===== src/rtl/arb_pkg.sv =====
// Shared types and constants for the eight-way round-robin arbiter.
// Holds the state encoding, index widths and the post-reset priority pointer.
package arb_pkg;
    localparam int N_REQ = 8;
    localparam int IDX_W = 3;

    typedef enum logic {
        ST_IDLE  = 1'b0,
        ST_GRANT = 1'b1
    } arb_state_t;

    // The pointer starts at 7 so that requester 0 is searched first after reset.
    localparam logic [IDX_W-1:0] LAST_RST = 3'd7;
endpackage


===== src/rtl/grant_decoder3to8.sv =====
// Combinational 3-to-8 one-hot decoder with enable; zero latency, no flow control.
// Produces all zeros when en is low.
module grant_decoder3to8
    import arb_pkg::*;
(
    input  logic [IDX_W-1:0] idx,
    input  logic             en,
    output logic [N_REQ-1:0] onehot
);
    always_comb begin
        onehot = '0;
        if (en) begin
            onehot = N_REQ'(1) << idx;
        end
    end
endmodule


===== src/rtl/rr_arbiter8.sv =====
// Round-robin arbiter for eight requesters with a registered one-hot grant and hold timeout.
// Latency: one cycle from request to grant; owners hand off on the same edge with no idle bubble.
module rr_arbiter8
    import arb_pkg::*;
#(
    parameter int HOLD_MAX = 8
) (
    input  logic             clk,
    input  logic             rst_n,
    input  logic [N_REQ-1:0] req,
    output logic [N_REQ-1:0] gnt,
    output logic [IDX_W-1:0] gnt_idx,
    output logic             gnt_valid
);
    localparam logic [3:0] HOLD_LAST = 4'(HOLD_MAX - 1);

    arb_state_t       state, state_nxt;
    logic [IDX_W-1:0] last, last_nxt;
    logic [IDX_W-1:0] idx_nxt;
    logic [3:0]       hold_cnt, hold_nxt;
    logic             release_now;
    logic [3:0]       pick_all;
    logic [3:0]       pick_others;

    // Returns {found, winner}: rotate so base+1 lands at bit 0, take the lowest set bit, rotate back.
    function automatic logic [3:0] rr_pick(input logic [N_REQ-1:0] r, input logic [IDX_W-1:0] base);
        logic [IDX_W-1:0] sh;
        logic [N_REQ-1:0] rot;
        logic             found;
        logic [IDX_W-1:0] off;
        sh    = base + 3'd1;
        rot   = 8'({r, r} >> sh);
        found = 1'b0;
        off   = '0;
        for (int i = 0; i < N_REQ; i++) begin
            if (!found && rot[i]) begin
                found = 1'b1;
                off   = 3'(i);
            end
        end
        return {found, off + sh};
    endfunction

    assign pick_all    = rr_pick(req, last);
    assign pick_others = rr_pick(req & ~gnt, last);
    assign release_now = !req[gnt_idx] || (hold_cnt == HOLD_LAST);

    always_comb begin
        state_nxt = state;
        last_nxt  = last;
        idx_nxt   = gnt_idx;
        hold_nxt  = hold_cnt;
        case (state)
            ST_IDLE: begin
                if (pick_all[3]) begin
                    state_nxt = ST_GRANT;
                    idx_nxt   = pick_all[2:0];
                    last_nxt  = pick_all[2:0];
                    hold_nxt  = '0;
                end
            end
            ST_GRANT: begin
                if (!release_now) begin
                    hold_nxt = hold_cnt + 4'd1;
                end else if (pick_others[3]) begin
                    idx_nxt  = pick_others[2:0];
                    last_nxt = pick_others[2:0];
                    hold_nxt = '0;
                end else if (req[gnt_idx]) begin
                    hold_nxt = '0;
                end else begin
                    state_nxt = ST_IDLE;
                    idx_nxt   = '0;
                    hold_nxt  = '0;
                end
            end
            default: begin
                state_nxt = ST_IDLE;
                idx_nxt   = '0;
                hold_nxt  = '0;
            end
        endcase
    end

    always_ff @(posedge clk) begin
        if (!rst_n) begin
            state    <= ST_IDLE;
            last     <= LAST_RST;
            gnt_idx  <= '0;
            hold_cnt <= '0;
        end else begin
            state    <= state_nxt;
            last     <= last_nxt;
            gnt_idx  <= idx_nxt;
            hold_cnt <= hold_nxt;
        end
    end

    assign gnt_valid = (state == ST_GRANT);

    grant_decoder3to8 u_dec (
        .idx    (gnt_idx),
        .en     (gnt_valid),
        .onehot (gnt)
    );
endmodule


===== config.mk =====
export PLATFORM = sky130hd
export DESIGN_NAME = rr_arbiter8
export DESIGN_NICKNAME = d
export VERILOG_FILES = /design/src/rtl/arb_pkg.sv /design/src/rtl/grant_decoder3to8.sv /design/src/rtl/rr_arbiter8.sv
export SDC_FILE = /design/constraint.sdc
export NUM_CORES = 1
export LEC_CHECK = 0
export CAP_MARGIN = 25
export CORE_MARGIN = 1
export CORE_UTILIZATION = 60
export DETAILED_ROUTE_END_ITERATION = 8
export PLACE_DENSITY = 0.86
export SLEW_MARGIN = 20
export SYNTH_ARGS = -nofsm -noshare
export SYNTH_HDL_FRONTEND = slang
export SYNTH_SLANG_ARGS = --single-unit
export TNS_END_PERCENT = 50

===== constraint.sdc =====
create_clock -name clk -period 10.6 [get_ports clk]
set_input_delay 3.18 -clock clk [delete_from_list [all_inputs] [get_ports clk]]
set_output_delay 3.18 -clock clk [all_outputs]
set_load 0.05 [all_outputs]

## Yosys cells after proc, flatten, opt, wreduce, memory -nomap -nowiden

Index checks and enable logic that the tools add are counted.

| storage, ports and cells | value |
|---|---|
| bits in registers | 11 |
| bits of input ports | 10 |
| output and inout port bits | 12 |
| logic and storage cells | 101 |

| cells by class | value |
|---|---|
| $add $sub $neg | 4 |
| order comparisons | 1 |
| equal/unequal tests | 5 |
| shifts and indexed selects | 3 |
| mux-type cells | 49 |
| bitwise gates (word level) | 3 |
| reduce and logical (&&, ||, !) cells | 32 |

Operators by type and width:

| operator | count |
|---|---|
| two-way mux 3 bit | 17 |
| >> shifter 16 x 3 -> 8 bit | 2 |
| two-way mux 1 bit | 23 |
| logical NOT 1 bit | 15 |
| logical AND 1 bit | 14 |
| one-hot mux 3 bit (2 select lines) | 2 |
| bitwise AND 8 bit | 1 |
| two-way mux 4 bit | 2 |
| two-way mux 8 bit | 1 |
| NOT 8 bit | 1 |
| one-hot mux 4 bit (2 select lines) | 1 |
| left shift 1 x 3 -> 8 bit (first input constant) | 1 |
| adder 3 bit | 2 |
| AND reduction 3 bit | 2 |
| adder 4 x 1 -> 4 bit (second input constant) | 1 |
| == test 4 x 3 -> 1 bit (second input constant) | 1 |
| < comparator 3 x 4 -> 1 bit (second input constant) | 1 |
| inequality test 2 x 1 -> 1 bit (second input constant) | 2 |
| adder 3 x 1 -> 3 bit (second input constant) | 1 |
| binary-select mux 1 bit (select 3 bit) | 1 |
| inequality test 3 bit (second input constant) | 1 |
| two-way mux 2 bit | 1 |
| inequality test 2 bit (second input constant) | 1 |
| one-hot mux 1 bit (2 select lines) | 1 |
| 2 further kinds | 2 |

## Logic depth before layout (Yosys ltp)

Gate-level depths: netlist (run 1).

| logic depth | value |
|---|---|
| depth after elaboration | 31 |
| depth in mapped cells | 18 |

## Cells and area by module

A second synthesis (run 1) with hierarchy kept.

| second synthesis, totals | value |
|---|---|
| cell total of the unflattened synthesis | 184 |
| area total of the unflattened synthesis | 1,731.7 um^2 |

By module, submodules not included:

| module | times used | cells an instance | area an instance (um^2) |
|---|---|---|---|
| rr_arbiter8 | 1 | 176 | 1,636.6 |
| grant_decoder3to8 | 1 | 8 | 95.1 |

## Least setup slack after synthesis (run 1)

Ideal clock, no wire load.

| timing | value |
|---|---|
| path kind | input -> register |
| start point | input req[1] |
| end point | register last[2] |
| setup time | 0.123 ns |
| arrival time | 6.030 ns |
| required time | 10.477 ns |
| setup slack | 4.447 ns |
| cell stages on the path | 13 |
| buffers on the path | 0 |
| cells stage by stage | inv_1 -> o32ai_1 -> nor2_1 -> nor4_1 -> o21ai_0 -> a221oi_1 -> a31oi_1 -> a21oi_1 -> fa_1 -> xnor2_1 -> mux2i_1 -> mux2i_1 -> mux2_1 |

| between the ends | value |
|---|---|
| longest elaborated chain between the ends | 28 |
| elaborated cells on any way between the ends | 75 |

RTL lines:

| element | RTL line | text |
|---|---|---|
| from (decl) | rr_arbiter8.sv:10 | `input logic [N_REQ-1:0] req,` |
| bitwise AND 8 bit | rr_arbiter8.sv:45 | `assign pick_others = rr_pick(req & ~gnt, last);` |
| >> shifter 16 x 3 -> 8 bit | rr_arbiter8.sv:32 | `rot = 8'({r, r} >> sh);` |
| two-way mux 1 bit | rr_arbiter8.sv:36 | `if (!found && rot[i]) begin` |
| logical NOT 1 bit | rr_arbiter8.sv:36 |  |
| logical AND 1 bit | rr_arbiter8.sv:36 |  |
| two-way mux 1 bit | rr_arbiter8.sv:36 |  |
| logical NOT 1 bit | rr_arbiter8.sv:36 |  |
| logical AND 1 bit | rr_arbiter8.sv:36 |  |
| (+12 left out) | n/a |  |
| two-way mux 1 bit | rr_arbiter8.sv:36 |  |
| logical NOT 1 bit | rr_arbiter8.sv:36 |  |
| logical AND 1 bit | rr_arbiter8.sv:36 |  |
| two-way mux 3 bit | rr_arbiter8.sv:36 |  |
| adder 3 bit | rr_arbiter8.sv:41 | `return {found, off + sh};` |
| two-way mux 3 bit | rr_arbiter8.sv:65 | `end else if (pick_others[3]) begin` |
| two-way mux 3 bit | rr_arbiter8.sv:63 | `if (!release_now) begin` |
| one-hot mux 3 bit (2 select lines) | rr_arbiter8.sv:53 | `case (state)` |
| to (signal assigned) | rr_arbiter8.sv:93 | `last <= last_nxt;` |
| to (decl) | rr_arbiter8.sv:18 | `logic [IDX_W-1:0] last, last_nxt;` |

Parallel ways exist; a longest one is shown, timed or not. The select of a mux whose other input is x is not followed.
A chain may end at the register's enable or synchronous reset.

## Worst setup path in the final report (run 1)

Ends and elaborated chain as after synthesis.

==> implementation parameters, run 1 <==
Parameter                              Value

STA
  Worst-Margin Slew ... 0.893 ns
  RSZ-0062 raised after global routing ... no
  Pins over their slew limit ... 0
  Finish-stage setup viols ... 0
  Post-route minimum period ... 6.90 ns
  Worst slew margin relative to its limit ... 40.4%
  Highest clock frequency the design can meet ... approximately 140 MHz
  Clock Skews ... around 0.0037 ns
  Count of endpoints failing hold in the final timing report ... 0
  Share of the clock period used by the worst path after layout ... 65.1%
  Setup TNS ... 0 ns

Critical path
  Crit-path cells ... clkdlybuf4s50_1 > inv_1 > o32ai_1 > nor2_1 > nor4_1 > o21ai_0 > a221oi_1 > a31oi_1 > a21oi_1 > fa_1 > xnor2_1 > mux2i_1 > mux2i_1 > mux2_1
  Critical path start-end classification ... in -> reg
  Element type at the critical path start ... input port
  Critical Path AT ... 7.07 ns
  Logic depth of the worst register-to-register path ... 14
  Top cell by count, worst path ... mux2i_1
  Worst stage delay on the critical path ... 0.66 ns
  Highest net fanout along the worst path ... 4
  Cell with the biggest individual delay on the critical path ... nor4_1
  Kind of end point of the critical path ... register
  Register-to-register setup slack ... 5.81 ns
  Data required time at the worst endpoint ... around 11 ns

Synthesis
  Count of unique library cells instantiated by Yosys ... just under 60
  Post-Syn Area per Cell ... 7.47 sq um
  Synth async-reset ratio ... 0%
  Sequential cell area fraction in the yosys report ... 12.8%
  Mux cell area share after synthesis ... 15.1%
  Mapped Area ... 1720 sq um
  Area fraction in and, or, nand and nor cells after synthesis ... 32.0%
  Synth Register Bits ... 11
  Warnings from Yosys ... 0
  Prevailing post-synth register cell ... dfxtp_1
  Fraction of the mapped netlist area in compound gates ... 25.2%
  Main combinational cell family by area after synthesis ... simple AND/OR/NAND/NOR gates
  Adder and majority gate portion of the synthesized area ... 5.24%
  Number of flops mapped to enable cells by yosys ... 0
  Post-synthesis cell count ... 230
  XOR/XNOR Fraction of Synth Area ... ~2.5%
  Number of nets in the synthesized netlist ... 246

Finish
  Number of diodes added for antenna fixing ... 0
  Most frequent cells in the layout ... nand2_1, clkdlybuf4s50_1, nor2_1, a21oi_1
  Filler cells ... 228
  Leading cell type in the layout, fill and taps excluded ... nand2_1
  Final Net Count ... between 200 and 300
  Final Util ... 70.8%
  Fraction of layout cells with a size suffix above 1 ... under 10%
  Area growth from synthesis to layout ... 12.7%

Placement
  Input/output buffers ... 21
  Final weighted congestion in routability-driven placement ... approximately 0.95
  DPL Wire Length ... 3.47 mm

Global routing
  GRT Util Overall ... 30.4%
  Via count of the first global-routing pass ... 1627
  Number of antenna violations at the first check in global routing ... 0
  Wire length of the first global-routing pass ... 7.61 mm
  Pin count of the biggest net entering global routing ... 25
  GRT overflow ... 0

Hold path
  Type of the most critical hold path ... reg -> reg
  Instance count along the most critical hold path ... 2

Die
  I/O pins ... 22
  Die Y-Extent ... 55.5 microns
  Starting utilization of the core area ... 62.8%
  Std-Cell Core Area ... ~2700 sq um
  Row cnt ... 19
  Die width ... 55.5 microns
  Overall die area ... 3080 sq um

Power
  Post-layout power ... 672 uW
  Power density over the cells ... about 350 nW/um^2
  Largest vdd supply drop ... roughly 340 uV
  Leak ... 0.759 nW

Clocking
  Post-CTS resize count ... 0
  Inserted Clock Buffers ... 3
  Clk_lat worst skew ... 0.28 ns
  Hold-fix buffers at CTS ... 0
  Root buffer selected by CTS ... clkbuf_4
  CTS Buffer Depth ... 2
  H-tree depth ... 1
  Clock Sinks ... 11
  Clock slew seen by the registers of the worst setup and hold paths ... 0.07 ns
  Buffer count from post-CTS setup fixing ... 0
  CTS tree ... done

Drt
  Detailed-route vias per instance ... 6.72
  1st-pass router iterations ... 4
  Sum of routed wire length over all layers ... 4.58 mm
  WL/cell ... 16.6 microns
  DRC violation count after routing ... 0
  Drt initial violations ... 122
  Routed via count ... 1847
  Count of antenna-violating nets left after detailed routing ... 0

Run status
  Result of the run ... finished clean

Run
  Max_cap viols ... 0
-- Yosys cell counts, drive strengths merged, types with 5 or more instances --
cell type,count,area (sq um)
a21oi,17,88.8
buf,8,48.8
dfxtp,11,220
inv,13,48.8
mux2,5,56.3
mux2i,9,90.1
mux4,5,113
nand2,30,113
nand2b,9,56.3
nand3,5,25.0
nand4b,6,52.6
nor2,19,71.3
nor2b,6,37.5
nor3,5,25.0
o21ai,11,55.1
-- metrics by stage --
stage / cells / instance area [sq um] / hold slack, ns / worst slack [ns]
5_1_grt: 275 / 1940 / 0.512 / 3.46
4_1_cts: 275 / 1940 / 0.480 / 3.74
6_report: 275 / 1940 / 0.474 / 3.70
3_5_place_dp: 271 / 1910 / 0.461 / 3.46
3_3_place_gp: 271 / 1910 / 0.459 / 3.67
2_1_floorplan: 230 / 1720 / 0.440 / 4.45
-- routing by layer --
metal | vias up | global-route usage, % | wire (microns)
li1 | 898 | - | -
met1 | 837 | 43.1 | 2010
met2 | 108 | 47.7 | 2050
met3 | 4 | 6.79 | 487
met4 | 0 | 5.71 | 24
met5 | - | 0 | 0
-- critical path, delay by kind of cell --
| kind | cells | cell delay [ns] |
|---|---|---|
| compound gates | 5 | 1.35 |
| mux | 3 | 0.82 |
| simple gates | 2 | 0.78 |
| buf+inv | 2 | 0.65 |
| fa+ha+maj | 1 | 0.21 |
| xor+xnor | 1 | 0.07 |
-- area by class of cell --
class,instances,area (sq um),area share (%)
inverters,15,57.6,2.97
repair buffers,22,218,11.2
clock buffers,4,26.3,1.36
flip-flops and latches,11,220,11.4
multi-input cells,192,1380,71.1
well taps,31,38.8,2.00
-- power breakdown --
| part | switching (mW) | internal (mW) | total (mW) |
|---|---|---|---|
| registers | 0.0290 | 0.0520 | 0.0810 |
| logic | 0.328 | 0.233 | 0.561 |
| clock network | 0.0159 | 0.0146 | 0.0305 |
-- kinds of logic after synthesis --
logic type	count (synthesis)
AOI/OAI and AO/OA	62
xor gates and xnor gates	5
adders and majority gates	6
buffers and inverters	27
DFF	11
muxes	19
and+or+nand+nor	100
-- flip-flops by register name, indices dropped and copies added, names as in the netlist --
signal     cells
gnt_idx        3
hold_cnt       4
last           3
gnt_valid      1
-- worst paths after layout --
path | start | end
setup / recovery | req[1] | last[2]
setup reg to reg | last[0] | last[2]
hold / removal | last[1] | last[1]
hold reg to reg | last[1] | last[1]
Power figures use the tool's default switching activity.
==> run 2: changes to the inputs <==
--- a/config.mk
+++ b/config.mk
@@ -7,9 +7,9 @@
 export LEC_CHECK = 0
 export CAP_MARGIN = 25
 export CORE_MARGIN = 1
-export CORE_UTILIZATION = 60
+export CORE_UTILIZATION = 56
 export DETAILED_ROUTE_END_ITERATION = 8
-export PLACE_DENSITY = 0.86
+export PLACE_DENSITY = 0.81
 export SLEW_MARGIN = 20
 export SYNTH_ARGS = -nofsm -noshare
 export SYNTH_HDL_FRONTEND = slang
==> constraint.sdc (replaced) <==
create_clock -name clk -period 7 [get_ports clk]
set_input_delay 2.1 -clock clk [delete_from_list [all_inputs] [get_ports clk]]
set_output_delay 2.1 -clock clk [all_outputs]
set_load 0.05 [all_outputs]
==> run 2 against run 1 <==
Net effect:
- the flow now finishes with violations (design-rule violations)
- clock power increased by 39%
- flip-flop and latch count is the same
- first-iteration DRC count rose by 34%
- combinational power is 53% higher
- critical path depth did not move
- total power up 52%
- critical path type unchanged
- critical endpoint unchanged
==> implementation parameters, run 2 (synthesis gave the netlist of run 1 again) <==
Parameter                              Value

Global routing
  GRT overflow ... 0
  Via count of the first global-routing pass ... 1713
  Pin count of the biggest net entering global routing ... 25
  GRT Util Overall ... between 20 and 30%
  Wire length of the first global-routing pass ... 7.71 mm
  Number of antenna violations at the first check in global routing ... 0

Critical path
  Logic depth of the worst register-to-register path ... 14
  Capture point of the worst path ... last[2]
  Critical path start-end classification ... in -> reg
  Crit-path cells ... clkdlybuf4s50_1 > inv_1 > o32ai_1 > nor2_1 > nor4_1 > o21ai_0 > a221oi_1 > a31oi_1 > a21oi_1 > fa_1 > xnor2_1 > mux2i_1 > mux2i_1 > mux2_1
  Highest net fanout along the worst path ... 4
  Element type at the critical path start ... input port
  Critical Path AT ... 5.91 ns
  Worst stage delay on the critical path ... 0.61 ns
  Kind of end point of the critical path ... register
  Startpoint of the worst setup timing path ... req[1]
  Data required time at the worst endpoint ... 7.16 ns
  Reg-to-Reg Start ... last[0]
  Top cell by count, worst path ... mux2i_1
  Register-to-register setup slack ... 2.18 ns
  Cell with the biggest individual delay on the critical path ... nor4_1
  Endpoint of the lowest-slack register-to-register path ... last[2]

Hold path
  Instance count along the most critical hold path ... 2
  Type of the most critical hold path ... reg -> reg

Clocking
  Clock Sinks ... 11
  Clk_lat worst skew ... 0.27 ns
  Clock slew seen by the registers of the worst setup and hold paths ... 0.07 ns
  CTS Buffer Depth ... 2
  Inserted Clock Buffers ... 3
  CTS tree ... done
  Root buffer selected by CTS ... clkbuf_4
  Post-CTS resize count ... 0
  H-tree depth ... 1
  Hold-fix buffers at CTS ... 0
  Buffer count from post-CTS setup fixing ... 0

STA
  Worst slew margin relative to its limit ... 42.9%
  Pins over their slew limit ... 0
  RSZ-0062 raised after global routing ... no
  Setup TNS ... 0 ns
  Post-route minimum period ... 5.75 ns
  Worst-Margin Slew ... 0.857 ns
  Post-layout worst setup margin ... 1.25 ns
  Share of the clock period used by the worst path after layout ... 82.2%
  Highest clock frequency the design can meet ... 174 MHz
  Clock Skews ... 0.00454 ns
  Count of endpoints failing hold in the final timing report ... 0
  Finish-stage setup viols ... 0

Run status
  Result of the run ... finished with violations
  Violated checks ... design-rule violations

Die
  I/O pins ... 22
  Std-Cell Core Area ... 2830 sq um
  Overall die area ... 3290 sq um
  Die Y-Extent ... 57.4 microns
  Starting utilization of the core area ... between 60 and 70%
  Die width ... about 57 microns
  Row cnt ... 19

Power
  Net load switching power ... 568 uW
  Clock network fraction of total power ... 4.2%
  P_int ... around 450 uW
  Leak ... 0.759 nW
  Relative contribution of combinational cells to total power ... 83.9%
  Power density over the cells ... 528 nW/um^2
  Largest vdd supply drop ... 437 uV
  Sw Share ... ~56%
  Power share of the sequential group ... a little under an eighth

Finish
  Final Net Count ... approximately 260
  Largest register by flop count ... hold_cnt
  Flip-flop count of the largest register, all copies and words added ... 4
  Final Util ... 68.5%
  Leading cell type in the layout, fill and taps excluded ... nand2_1
  Leading registers by flop count ... hold_cnt x4, gnt_idx x3, last x3
  Area growth from synthesis to layout ... 12.7%
  Number of diodes added for antenna fixing ... 0
  Most frequent cells in the layout ... nand2_1, clkdlybuf4s50_1, nor2_1, a21oi_1
  Fraction of layout cells with a size suffix above 1 ... 9.43%

Drt
  1st-pass router iterations ... 6
  Detailed-route vias per instance ... 6.85
  Drt initial violations ... 164
  DRC violation count after routing ... 4
  WL/cell ... 16.8 microns
  Count of antenna-violating nets left after detailed routing ... 0
  Sum of routed wire length over all layers ... between 4 and 5 mm
  Routed via count ... 1885

Placement
  Final weighted congestion in routability-driven placement ... 0.924
  DPL Wire Length ... 3.51 mm
  Worst Setup Slack post-DPL ... between 0.9 and 1 ns
  Input/output buffers ... 21

Run
  Max_cap viols ... 0
## run 2: cell counts in the layout (fill, tap and decap cells not counted)
No cell type changed its count.
## run 2: worst min-delay path by stage
stage	startpoint	end
floorplan	last[1]	last[1]
global placement	last[1]	last[1]
global route	last[1]	last[1]
detailed placement	last[1]	last[1]
finish	last[1]	last[1]
CTS	last[1]	last[1]
## run 2: worst max-delay path: cells and delay by family
| family | cells | cell delay (ns) |
|---|---|---|
| adder cells (fa/ha/maj) | 1 | 0.21 |
| XOR/XNOR | 1 | 0.07 |
| buffers and inverters | 2 | 0.66 |
| multiplexers | 3 | 0.81 |
| AO/OA/AOI/OAI | 5 | 1.32 |
| AND/OR/NAND/NOR | 2 | 0.73 |
## run 2: power groups by stage
stage / logic, mW / clock network, mW / registers, mW
floorplan: 0.696 / 0 / 0.110
global placement: 0.830 / 0 / 0.122
detailed placement: 0.842 / 0 / 0.123
CTS: 0.847 / 0.0437 / 0.121
global route: 0.950 / 0.0493 / 0.126
finish: 0.857 / 0.0425 / 0.123
## run 2: routing by layer
layer	part of all wire, %	GRT usage (%)	vias to the layer above
li1	-	-	896
met1	44	42.6	888
met2	44	45.8	93
met3	9.7	4.31	8
met4	2.0	10.5	0
met5	0	0	-
## run 2: metrics by stage
stage	hold WS (ns)	total power [mW]	instance area, sq um	cells
final	0.479	1.02	1940	275
after global routing	0.525	1.12	1940	275
after CTS	0.485	1.01	1940	275
after detailed placement	0.467	0.965	1910	271
after global placement	0.463	0.953	1910	271
after floorplan	0.440	0.806	1720	230
## run 2: layout make-up
class,count,area [sq um]
multi-input combinational,192,1380
fill,249,892
sequential,11,220
timing repair buffer,22,218
inverter,15,57.6
tap,31,38.8
clock buffer,4,26.3
==> run 3: changes to the inputs <==
==> constraint.sdc (replaced) <==
create_clock -name clk -period 5.5 [get_ports clk]
set_input_delay 1.65 -clock clk [delete_from_list [all_inputs] [get_ports clk]]
set_output_delay 1.65 -clock clk [all_outputs]
set_load 0.05 [all_outputs]
==> run 3 against run 2 <==
Net effect:
- the flow still finishes with violations (design-rule violations)
- sequential share of layout area shrank 0.22 points
- die area is the same
- highest routed layer unchanged
- cell count increased by 1.8%
- combinational power increased by 33%
- total power is 32% higher
- wire length up 1.8%
- non-clock buffer count rose by 5
- flip-flop and latch count is the same
- hold slack gained 0.012 ns
- sequential power rose by 26%
- first-iteration DRC count unchanged
- register-to-register slack got worse by 1.2 ns
==> implementation parameters, run 3 (synthesis gave the netlist of run 1 again) <==
Parameter                              Value

Die
  Die Y-Extent ... 57.4 microns
  Overall die area ... 3290 sq um
  I/O pins ... 22
  Die width ... 57.4 microns
  Std-Cell Core Area ... about 2800 sq um
  Row cnt ... 19
  Starting utilization of the core area ... between 60% and 70%

STA
  Setup TNS ... 0 ns
  Pins over their slew limit ... 0
  RSZ-0062 raised after global routing ... no
  Highest clock frequency the design can meet ... 196 MHz
  Clock Skews ... 0.00515 ns
  Share of the clock period used by the worst path after layout ... 92.7%
  Finish-stage setup viols ... 0
  Worst slew margin relative to its limit ... about 47%
  Post-route minimum period ... 5.10 ns
  Worst-Margin Slew ... 0.800 ns
  Post-layout worst setup margin ... 0.401 ns
  Final hold slack ... 0.491 ns
  Count of endpoints failing hold in the final timing report ... 0

Clocking
  CTS Buffer Depth ... 2
  CTS tree ... done
  Inserted Clock Buffers ... 3
  Post-CTS resize count ... 0
  Root buffer selected by CTS ... clkbuf_4
  Clk_lat worst skew ... about 0.27 ns
  H-tree depth ... 1
  Hold-fix buffers at CTS ... 0
  Clock Sinks ... 11
  Clock slew seen by the registers of the worst setup and hold paths ... around 0.070 ns
  Buffer count from post-CTS setup fixing ... 0

Drt
  Count of antenna-violating nets left after detailed routing ... 0
  Sum of routed wire length over all layers ... 4.71 mm
  Detailed-route vias per instance ... 6.75
  1st-pass router iterations ... 8
  WL/cell ... 16.8 microns
  DRC violation count after routing ... 4
  Drt initial violations ... 164
  Routed via count ... around 1900

Run status
  Violated checks ... design-rule violations
  Result of the run ... finished with violations

Power
  Leak ... 0.783 nW
  Largest vdd supply drop ... ~520 uV
  Power density over the cells ... 683 nW/um^2
  Post-layout power ... 1.35 mW

Global routing
  Number of antenna violations at the first check in global routing ... 0
  GRT Util Overall ... roughly a third
  Via count of the first global-routing pass ... 1802
  Wire length of the first global-routing pass ... a little over 8 mm
  Pin count of the biggest net entering global routing ... 23
  GRT overflow ... 0

Critical path
  Kind of end point of the critical path ... register
  Worst stage delay on the critical path ... around 0.55 ns
  Critical Path AT ... 5.26 ns
  Buffers and inverters on the worst path ... 2
  CP delay by family, top ... multiplexers
  Highest net fanout along the worst path ... 4
  Cell with the biggest individual delay on the critical path ... clkdlybuf4s50_1
  Crit-path cells ... clkdlybuf4s50_1 > inv_1 > o32ai_1 > mux4_2 > or2_1 > a21oi_1 > or3_1 > o21ai_0 > a21oi_1 > fa_1 > xnor2_1 > mux2i_1 > mux2i_1 > mux2_1
  Element type at the critical path start ... input port
  Critical path start-end classification ... in -> reg
  Data required time at the worst endpoint ... 5.66 ns

Placement
  DPL Wire Length ... ~3.6 mm
  Worst Setup Slack post-DPL ... 0.129 ns
  Input/output buffers ... 21
  Dpl cell area ... just under 2000 sq um
  Final weighted congestion in routability-driven placement ... 0.928
  Placed cell count ... between 200 and 300

Finish
  Leading cell type in the layout, fill and taps excluded ... nand2_1
  Most frequent cells in the layout ... nand2_1, clkdlybuf4s50_1, nor2_1, a21oi_1
  Final Net Count ... between 200 and 300
  Final Util ... 69.8%
  Final design instance area without fill ... 1970 sq um
  Leading registers by flop count ... hold_cnt x4, gnt_idx x3, last x3
  Area growth from synthesis to layout ... 14.9%
  Flip-flop count of the largest register, all copies and words added ... 4
  Fraction of layout cells with a size suffix above 1 ... 11.2%
  Number of diodes added for antenna fixing ... 0
  Number of standard cells in the final layout excluding fillers ... 280
  Largest register by flop count ... hold_cnt

Run
  Max_cap viols ... 0

Hold path
  Type of the most critical hold path ... reg -> reg
run 3: cell types whose count changed in the layout (fill, tap and decap cells not counted), sizes merged:
cell and delta:
buf +5
run 3: power breakdown:
group,internal (mW),switching (mW),total (mW),leakage (nW)
registers,0.100,0.0550,0.155,0.0907
clock network,0.0281,0.0277,0.0558,0.0150
logic,0.483,0.655,1.14,0.678
total,0.611,0.738,1.35,0.783
run 3: worst paths after layout:
check	from	end	slack, ns	depth (start not counted)
worst min-delay path	last[1]	last[1]	0.49	2
worst max register to register	last[0]	last[2]	0.99	14
worst max-delay path	req[1]	last[2]	0.40	14
worst min register to register	last[1]	last[1]	0.49	2
run 3: worst register-to-register path: stages, from the launching register on:
cell and delay (ns):
dfxtp_1 0.85, ha_1 0.52, mux2_2 0.41, or2_1 0.25
a2111o_1 0.44, nand2_1 0.09, a221oi_1 0.07, a21oi_1 0.19
ha_1 0.17, inv_1 0.05, fa_1 0.38, xor2_1 0.17
mux2i_1 0.24, mux2i_1 0.23, mux2_1 0.33
run 3: per-layer routing:
| metal | GRT usage (%) | vias up | wire (microns) |
|---|---|---|---|
| met5 | 0 | - | 0 |
| met1 | 44.2 | 861 | 2070 |
| met4 | 8.01 | 0 | 66 |
| met2 | 50.2 | 109 | 2040 |
| li1 | - | 910 | - |
| met3 | 4.99 | 10 | 539 |
run 3: cell type report:
cell class	count	area [sq um]
fill	243	855
tap	31	38.8
inverter	15	57.6
clock buffer	4	26.3
multi-input combinational	192	1380
timing repair buffer	27	255
sequential	11	220
